**config.mk**
```make
export PLATFORM = sky130hd
export DESIGN_NAME = softmax_accum_seq
export DESIGN_NICKNAME = d
export VERILOG_FILES = /design/src/rtl/softmax_pkg.sv /design/src/rtl/mf8_align_add.sv /design/src/rtl/softmax_accum_seq.sv
export SDC_FILE = /design/constraint.sdc
export NUM_CORES = 1
export LEC_CHECK = 0
export CORE_ASPECT_RATIO = 0.9
export CORE_MARGIN = 8
export CORE_UTILIZATION = 53
export CTS_CLUSTER_SIZE = 40
export DETAILED_ROUTE_END_ITERATION = 6
export PLACE_DENSITY_LB_ADDON = 0.1
export SLEW_MARGIN = 40
export SYNTH_ARGS = -nofsm -noshare
export SYNTH_HDL_FRONTEND = slang
export SYNTH_SLANG_ARGS = --single-unit
```
**constraint.sdc**
```tcl
create_clock -name clk -period 2.33 [get_ports clk]
set_input_delay 0.466 -clock clk [delete_from_list [all_inputs] [get_ports clk]]
set_output_delay 0.466 -clock clk [all_outputs]
set_load 0.005 [all_outputs]
```
**src/rtl/softmax_pkg.sv**
```systemverilog
// Shared types and constants for the softmax denominator accumulator.
// mf8_t is the 8-bit mantissa / 8-bit biased exponent mini-float.
// A mantissa of 0x00 encodes zero; otherwise bit 7 is set.
package softmax_pkg;

  typedef struct packed {
    logic [7:0] mant;
    logic [7:0] exp;
  } mf8_t;

  typedef enum logic [2:0] {
    IDLE,
    ACCEPT,
    ALIGN,
    ADD,
    DONE
  } acc_state_e;

  localparam mf8_t       MF8_ZERO = '{mant: 8'h00, exp: 8'h00};
  localparam logic [7:0] EXP_MAX  = 8'd255;

endpackage

```
**src/rtl/mf8_align_add.sv**
```systemverilog
// Combinational mini-float align (first half) and add/normalise (second half).
// Latency: none; the caller registers between the two halves.
// Backpressure: none, pure datapath.
module mf8_align_add
  import softmax_pkg::*;
(
  input  mf8_t       acc,
  input  mf8_t       elem,
  output logic [7:0] al_big_m,
  output logic [7:0] al_small_m,
  output logic [7:0] al_res_e,
  input  logic [7:0] add_big_m,
  input  logic [7:0] add_small_m,
  input  logic [7:0] add_res_e,
  output mf8_t       add_sum,
  output logic       add_sat
);

  logic [7:0] diff;
  logic [8:0] sum9;

  // Align: shift the smaller-exponent mantissa right; a zero operand passes the other through.
  always_comb begin
    diff       = 8'd0;
    al_big_m   = acc.mant;
    al_small_m = 8'd0;
    al_res_e   = acc.exp;
    if (acc.mant == 8'd0) begin
      // Empty accumulator: the element becomes the sum with no carry possible.
      al_big_m = elem.mant;
      al_res_e = elem.exp;
    end else if (elem.mant == 8'd0) begin
      // Zero element: accumulator flows through unchanged.
      al_big_m = acc.mant;
    end else if (acc.exp >= elem.exp) begin
      diff       = acc.exp - elem.exp;
      al_big_m   = acc.mant;
      al_small_m = (diff >= 8'd8) ? 8'd0 : (elem.mant >> diff[2:0]);
      al_res_e   = acc.exp;
    end else begin
      diff       = elem.exp - acc.exp;
      al_big_m   = elem.mant;
      al_small_m = (diff >= 8'd8) ? 8'd0 : (acc.mant >> diff[2:0]);
      al_res_e   = elem.exp;
    end
  end

  // Add and renormalise by at most one bit; saturate when the exponent would wrap.
  always_comb begin
    sum9    = {1'b0, add_big_m} + {1'b0, add_small_m};
    add_sat = 1'b0;
    add_sum = '{mant: sum9[7:0], exp: add_res_e};
    if (sum9[8]) begin
      if (add_res_e == EXP_MAX) begin
        add_sum = '{mant: 8'hFF, exp: EXP_MAX};
        add_sat = 1'b1;
      end else begin
        add_sum = '{mant: sum9[8:1], exp: add_res_e + 8'd1};
      end
    end
  end

endmodule

```
**src/rtl/softmax_accum_seq.sv**
```systemverilog
// Sequences align -> add -> normalise over N streamed mini-float terms into one sum.
// Latency: 1 cycle start->in_ready, 3 cycles per element, 3 cycles last handshake->sum_valid.
// Backpressure: in_ready only in ACCEPT; the FSM waits there indefinitely for in_valid.
module softmax_accum_seq
  import softmax_pkg::*;
#(
  parameter int LEN_W  = 8,
  parameter int MANT_W = 8
) (
  input  logic              clk,
  input  logic              rst,
  input  logic              start,
  input  logic [LEN_W-1:0]  len,
  input  logic              in_valid,
  output logic              in_ready,
  input  logic [MANT_W-1:0] in_mant,
  input  logic [7:0]        in_exp,
  output logic              sum_valid,
  output logic [MANT_W-1:0] sum_mant,
  output logic [7:0]        sum_exp,
  output logic              busy,
  output logic              overflow
);

  acc_state_e       state_q, state_d;
  logic [LEN_W-1:0] len_q;
  logic [LEN_W-1:0] cnt_q;
  mf8_t             acc_q;
  mf8_t             elem_q;
  mf8_t             sum_q;
  logic [7:0]       big_q, small_q, res_q;
  logic             ovf_q;

  logic [7:0]       al_big_m, al_small_m, al_res_e;
  mf8_t             add_sum;
  logic             add_sat;

  mf8_align_add u_align_add (
    .acc         (acc_q),
    .elem        (elem_q),
    .al_big_m    (al_big_m),
    .al_small_m  (al_small_m),
    .al_res_e    (al_res_e),
    .add_big_m   (big_q),
    .add_small_m (small_q),
    .add_res_e   (res_q),
    .add_sum     (add_sum),
    .add_sat     (add_sat)
  );

  // State register.
  always_ff @(posedge clk) begin
    if (rst) state_q <= IDLE;
    else     state_q <= state_d;
  end

  // Next-state and state-decoded outputs.
  always_comb begin
    state_d   = state_q;
    in_ready  = 1'b0;
    sum_valid = 1'b0;
    busy      = 1'b1;
    case (state_q)
      IDLE: begin
        busy = 1'b0;
        if (start) state_d = (len != '0) ? ACCEPT : DONE;
      end
      ACCEPT: begin
        in_ready = 1'b1;
        if (in_valid) state_d = ALIGN;
      end
      ALIGN:   state_d = ADD;
      ADD:     state_d = (cnt_q == len_q) ? DONE : ACCEPT;
      DONE: begin
        sum_valid = 1'b1;
        state_d   = IDLE;
      end
      default: state_d = IDLE;
    endcase
  end

  // Datapath registers; the sum output loads only on entry to DONE and holds afterwards.
  always_ff @(posedge clk) begin
    if (rst) begin
      len_q   <= '0;
      cnt_q   <= '0;
      acc_q   <= MF8_ZERO;
      elem_q  <= MF8_ZERO;
      sum_q   <= MF8_ZERO;
      big_q   <= 8'd0;
      small_q <= 8'd0;
      res_q   <= 8'd0;
      ovf_q   <= 1'b0;
    end else begin
      case (state_q)
        IDLE: begin
          if (start) begin
            len_q <= len;
            cnt_q <= '0;
            acc_q <= MF8_ZERO;
            ovf_q <= 1'b0;
            if (len == '0) sum_q <= MF8_ZERO;
          end
        end
        ACCEPT: begin
          if (in_valid) begin
            elem_q <= '{mant: in_mant, exp: in_exp};
            cnt_q  <= cnt_q + LEN_W'(1);
          end
        end
        ALIGN: begin
          big_q   <= al_big_m;
          small_q <= al_small_m;
          res_q   <= al_res_e;
        end
        ADD: begin
          acc_q <= add_sum;
          if (add_sat) ovf_q <= 1'b1;
          if (cnt_q == len_q) sum_q <= add_sum;
        end
        default: ;
      endcase
    end
  end

  assign sum_mant = sum_q.mant;
  assign sum_exp  = sum_q.exp;
  assign overflow = ovf_q;

endmodule

```
==> results of run 1 <==
-- cell usage in the layout (no fill, tap or decap), types with 4 or more instances in the layout --
cell type	count
nand4_1	5
nand3b_1	6
mux2_4	5
ha_1	18
inv_2	5
nor2b_1	4
buf_4	84
xor2_1	10
clkbuf_16	9
o21ai_1	23
nor2_2	5
xnor2_1	15
nor3_1	14
a21oi_2	8
ha_4	6
nor2_1	53
o2bb2ai_1	4
nand2b_1	8
a21o_1	11
a21oi_1	52
and3_1	6
a22o_1	7
nand3_1	20
nor3b_1	4
nor4_1	5
nand2_1	105
buf_6	8
mux2i_1	17
inv_1	18
mux2_2	4
dfxtp_1	86
clkdlybuf4s50_1	46
mux4_2	5
o21ai_0	14
-- sequential cells by signal (all words and copies together) (netlist names) --
name,count
acc_q,16
big_q,8
cnt_q,8
elem_q,16
len_q,8
overflow,1
res_q,8
small_q,8
state_q,3
sum_exp,8
sum_mant,8
-- where the power goes --
part           total, uW  internal [uW]  switching, uW
Clock               1640           1050            597
Combinational        800            368            431
Sequential          1650           1610           40.7
-- how the worst max path moves through the flow --
stage,start,endpoint,slack (ps),depth (start not counted)
floorplan,elem_q[0],small_q[1],20,9
global placement,acc_q[0],small_q[7],-150,10
detailed placement,acc_q[0],small_q[5],-220,10
CTS,acc_q[0],small_q[6],-40,11
global route,acc_q[4],small_q[5],-110,11
finish,acc_q[0],small_q[1],-20,8
-- through the flow --
stage | hold slack (ps) | worst slack (ps)
after floorplan | 432 | 20.2
after global placement | 436 | -145
after detailed placement | 446 | -221
after CTS | 457 | -38.8
after global routing | 478 | -106
final | 456 | -20.4
-- cell families (layout without fill, tap and decap cells) --
family	count (synthesis)	in the layout	share of synthesized area (%)
and+or+nand+nor	260	260	22.9
AOI/OAI and AO/OA	170	170	20.5
DFF	92	92	33.7
buffers and inverters	57	179	4.71
muxes	33	33	7.39
adders and majority gates	28	28	6.82
xor gates and xnor gates	25	25	4.00
-- layout make-up --
type                            count  area share, %
Clock buffer                       11           3.19
Inverter                           24           1.27
Sequential cell                    92           25.5
Clock inverter                      4           1.36
Timing Repair Buffer              140           16.3
Multi-Input combinational cell    516           50.2
Tap cell                          129           2.21
-- timing repair --
action                                  CTS  global route
cloned                                    0             1
pin swaps                                13            32
gates resized for setup                  28            67
buffers inserted                          1             4
endpoints found under the setup margin   27            49
-- metal layers --
layer / GRT usage (%) / part of all wire, % / wire, microns / up-vias
met2: 38.0 / 48 / 7600 / 167
li1: - / - / - / 2593
met5: 0 / 0 / 0 / -
met3: 4.82 / 5.8 / 914 / 22
met1: 29.5 / 44 / 7000 / 2547
met4: 7.78 / 1.6 / 246 / 0
==> results.cfg, run 1 <==
[status]
status = finished, violations left
violations = setup timing

[placed_design]
dpl_cell_area_sq_um = 6590
hpwl_microns = 11700
place.gp.congestion = 0.913
placed_cells = 895
port_buffers = 47

[synth]
synthTopCellsByArea = dfxtp_1 (34%), nand2_1 (7.3%), ha_1 (5.7%), a21oi_1 (5.6%), nor2_1 (3.8%)
synthFlopType = dfxtp_1
synth_top_area_cell = dfxtp_1
ys_seq_elements = 92
synth_edf_count = 0
syn_inst = 665
netlist_area_sq_um = 5470
synth-async-reset-ratio_pct = 0
avgSynthCellArea_sq_um = 8.23
yosysTopAreaCellShare_pct = 33.7
synth.distinct_cells = 75
synth_nets = 721
yosys_warnings = 0
yosysMostFrequentCell = nand2_1
synthTopCellsByCount = nand2_1 (106), dfxtp_1 (92), a21oi_1 (61)
yosysSeqAreaShare_pct = 33.7

[finish]
drive_gt1_share_pct = 23.8
n_fill_cell = 828
regArea_sq_um = 1860
layout.nets = 839
final_core_util_pct = 71.8
multiInputGateArea_sq_um = 3660
diodes = 0
instances_no_fill = 916
syn_to_final_growth_pct = 33.3
design_area_sq_um = 7290

[global_route]
grt_use_total_pct = 23.2
antenna_found_initial = 0
grt_pass1_vias = 5300
grt_pass1_wl_microns = 25800
grt_overflow = 0
grt_max_degree = 42

[critical_path]
r2r_end = small_q[1]
cp.buffers_inverters = 2
r2r_slack_ps = -20
critPathMaxFanout = 4
cpLargestDelayFamily = adder cells
worstPathRequired_ps = 2560
ff2ff_path_depth = 8
cp-end-kind = register
critPathMaxStageDelay_ps = 610
path_class = reg -> reg
crit_slowest_cell = fa_2
startpoint_type = register
path_cells = buf_6, ha_4, inv_2, fa_2, mux2_4, a22o_1, mux2_2, a21o_1
cp.arrival_ps = 2580
r2r_start = acc_q[0]

[floorplanning]
num_io_pins = 48
initial_core_util_pct = 53.8
die_h_microns = 112
core_sq_um = 10200
num_rows = 35
die_area_sq_um = 13800
die_w_microns = 123

[clock_tree]
clk_pin_slew_ps = 60
cts_tree = done
hold_buffers = 0
cts.sinks = 92
clockRootBuffer = clkbuf_16
clock_latency_ps = 340
htree_levels = 3
cts-buffers-inserted = 9
clockBufferDepth = 2

[pwr]
power_density_nw_per_um2 = 561
finalPower_uw = 4090
power.leakage_uw = 0.00285
ir_drop_mv = 0.573

[timing]
setup_tns_ps = -29.7
skew_ps = 7.02
setup_ws_ps = -20.4
finalSetupViolations = 2
max_slew.worst_pin.slew_ps = 686
max_freq_mhz = 425
slew_headroom_pct = 54.2
drv_slew = 0
hold_viol_final = 0
min_period_ps = 2350
rsz0062_at_grt = yes
period_share_pct = 101

[detailed_routing]
ant_nets = 0
wirelength_microns = 15800
drt_pre_antenna_iters = 5
drt-initial-drc-count = 397
route.detailed.drc = 0
drt-wirelength-per-cell_microns = 17.2
vias = 5329
viasPerCell = 5.82

[min_path]
hold_end = sum_mant[4]
hold_class = reg -> reg
hp-start = sum_mant[4]
holdPathStages = 1

[flow_run]
maxCapViolCount = 0
Note: power is estimated with default switching activity, not from simulation.
==> run 2, diff against run 1 <==
--- a/config.mk
+++ b/config.mk
@@ -11,7 +11,7 @@
 export CTS_CLUSTER_SIZE = 40
 export DETAILED_ROUTE_END_ITERATION = 6
 export PLACE_DENSITY_LB_ADDON = 0.1
-export SLEW_MARGIN = 40
+export SLEW_MARGIN = 25
 export SYNTH_ARGS = -nofsm -noshare
 export SYNTH_HDL_FRONTEND = slang
 export SYNTH_SLANG_ARGS = --single-unit
==> run 2 against run 1 <==
Effect of this change:
- the flow still finishes with violations (setup timing)
- die area did not move
- wire length rose by 2.4%
- non-clock buffer count fell by 2
- sequential share of layout area fell by 0.061 points
- final cell count did not move
- critical path type unchanged
==> results.cfg, run 2 (synthesis results as in run 1) <==
[detailed_routing]
drt-initial-drc-count = 479
route.detailed.drc = 0
drt_pre_antenna_iters = 5
vias = 5344
ant_nets = 0
drt-wirelength-per-cell_microns = 17.6
wirelength_microns = 16100
viasPerCell = 5.83

[clock_tree]
clock_latency_ps = 350
htree_levels = 3
clockRootBuffer = clkbuf_16
cts-buffers-inserted = 9
clockBufferDepth = 2
clk_pin_slew_ps = 70
cts.sinks = 92
cts_tree = done
hold_buffers = 0

[finish]
diodes = 0
layout_commonest_cell = nand2_1
final_core_util_pct = 71.9
reg_top3 = acc_q: 16 flops, elem_q: 16 flops
instances_no_fill = 916
syn_to_final_growth_pct = 33.5
layout.nets = 838
mostFrequentLayoutCells = nand2_1 (105), dfxtp_1 (85), buf_4 (80), nor2_1 (52), a21oi_1 (50)
drive_gt1_share_pct = 24.9

[floorplanning]
die_w_microns = 123
num_io_pins = 48
core_sq_um = 10200
die_h_microns = 112
initial_core_util_pct = 53.8
die_area_sq_um = 13800
num_rows = 35

[critical_path]
cp.arrival_ps = 2570
critPathMaxFanout = 4
startpoint_type = register
path_class = reg -> reg
cp-end-kind = register
worstPathRequired_ps = 2570

[pwr]
power_density_nw_per_um2 = 524
finalPower_uw = 3830
ir_drop_mv = 0.486
power.leakage_uw = 0.00283

[global_route]
antenna_found_initial = 0
grt_use_total_pct = 23.2
grt_max_degree = 42
grt_pass1_wl_microns = 26000
grt_overflow = 0
grt_pass1_vias = 5331

[timing]
drv_slew = 0
setup_ws_ps = -2.06
max_slew.worst_pin.slew_ps = 755
min_period_ps = 2330
max_freq_mhz = 429
hold-worst-slack_ps = 458
period_share_pct = 100
skew_ps = 8.79
finalSetupViolations = 1
rsz0062_at_grt = yes
hold_viol_final = 0
slew_headroom_pct = 49.5

[placed_design]
port_buffers = 47
place.gp.congestion = 0.913
hpwl_microns = 11800
pre_cts_slack_ps = -213
placed_cells = 895

[min_path]
hold_class = reg -> reg

[status]
status = finished, violations left
violations = setup timing

[flow_run]
maxCapViolCount = 0
run 2: changes by cell type in the layout (fill, tap and decap cells not counted), moves of 2 or more:
cell / change
a21oi_1: -2
a21oi_4: +2
buf_4: -4
buf_6: +3
bufinv_16: -3
clkinvlp_4: +3
dfxtp_2: +2
nor3_1: -2
nor3_4: +2
o21ai_0: +11
o21ai_1: -11
run 2: final timing paths:
check	slack, ps	cells past startpoint	to	from
setup reg to reg	-2	8	small_q[1]	acc_q[0]
hold reg to reg	460	1	sum_mant[4]	sum_mant[4]
setup / recovery	-2	8	small_q[1]	acc_q[0]
hold / removal	460	1	sum_mant[4]	sum_mant[4]
run 2: cell type report:
cell class              instances  area [sq um]
multi-input cells             517          3720
clock buffers                  11           243
flip-flops and latches         92          1860
repair buffers                138          1190
inverters                      24          92.6
fillers                       800          2860
clock inverters                 5          36.3
well taps                     129           161
run 2: report_power, final:
group | internal [uW] | switching (uW) | leakage, uW
Combinational | 362 | 428 | 0.00195
Sequential | 1610 | 40.5 | 0.000748
Clock | 755 | 636 | 0.000128
run 2: critical path, cell delays in order (launching register included):
cell and delay [ps]:
dfxtp_2 360, buf_6 100, ha_4 110, inv_2 30, fa_2 610, mux2_4 330, a22o_1 250, mux2_4 280
a21o_1 160
run 2: per-layer routing:
metal / up-vias / global-route usage, % / part of all wire, %
li1: 2605 / - / -
met1: 2556 / 29.8 / 46
met2: 160 / 38.0 / 48
met3: 23 / 4.42 / 5.0
met4: 0 / 8.10 / 1.5
met5: - / 0 / 0
run 2: what timing repair did:
item                                   4_1_cts  5_1_grt
buffers inserted                             2        2
setup endpoints to repair                   30       52
endpoints found under the hold margin        0        0
resized for setup                           28       70
cloned                                       0        1
pin swaps                                   12       27
run 2: metrics by stage:
step | cell area (sq um) | setup TNS (ps)
global placement | 6580 | -2150
CTS | 7000 | 0
finish | 7300 | -2.06
global route | 7300 | -342
floorplan | 5470 | 0
detailed placement | 6580 | -3700
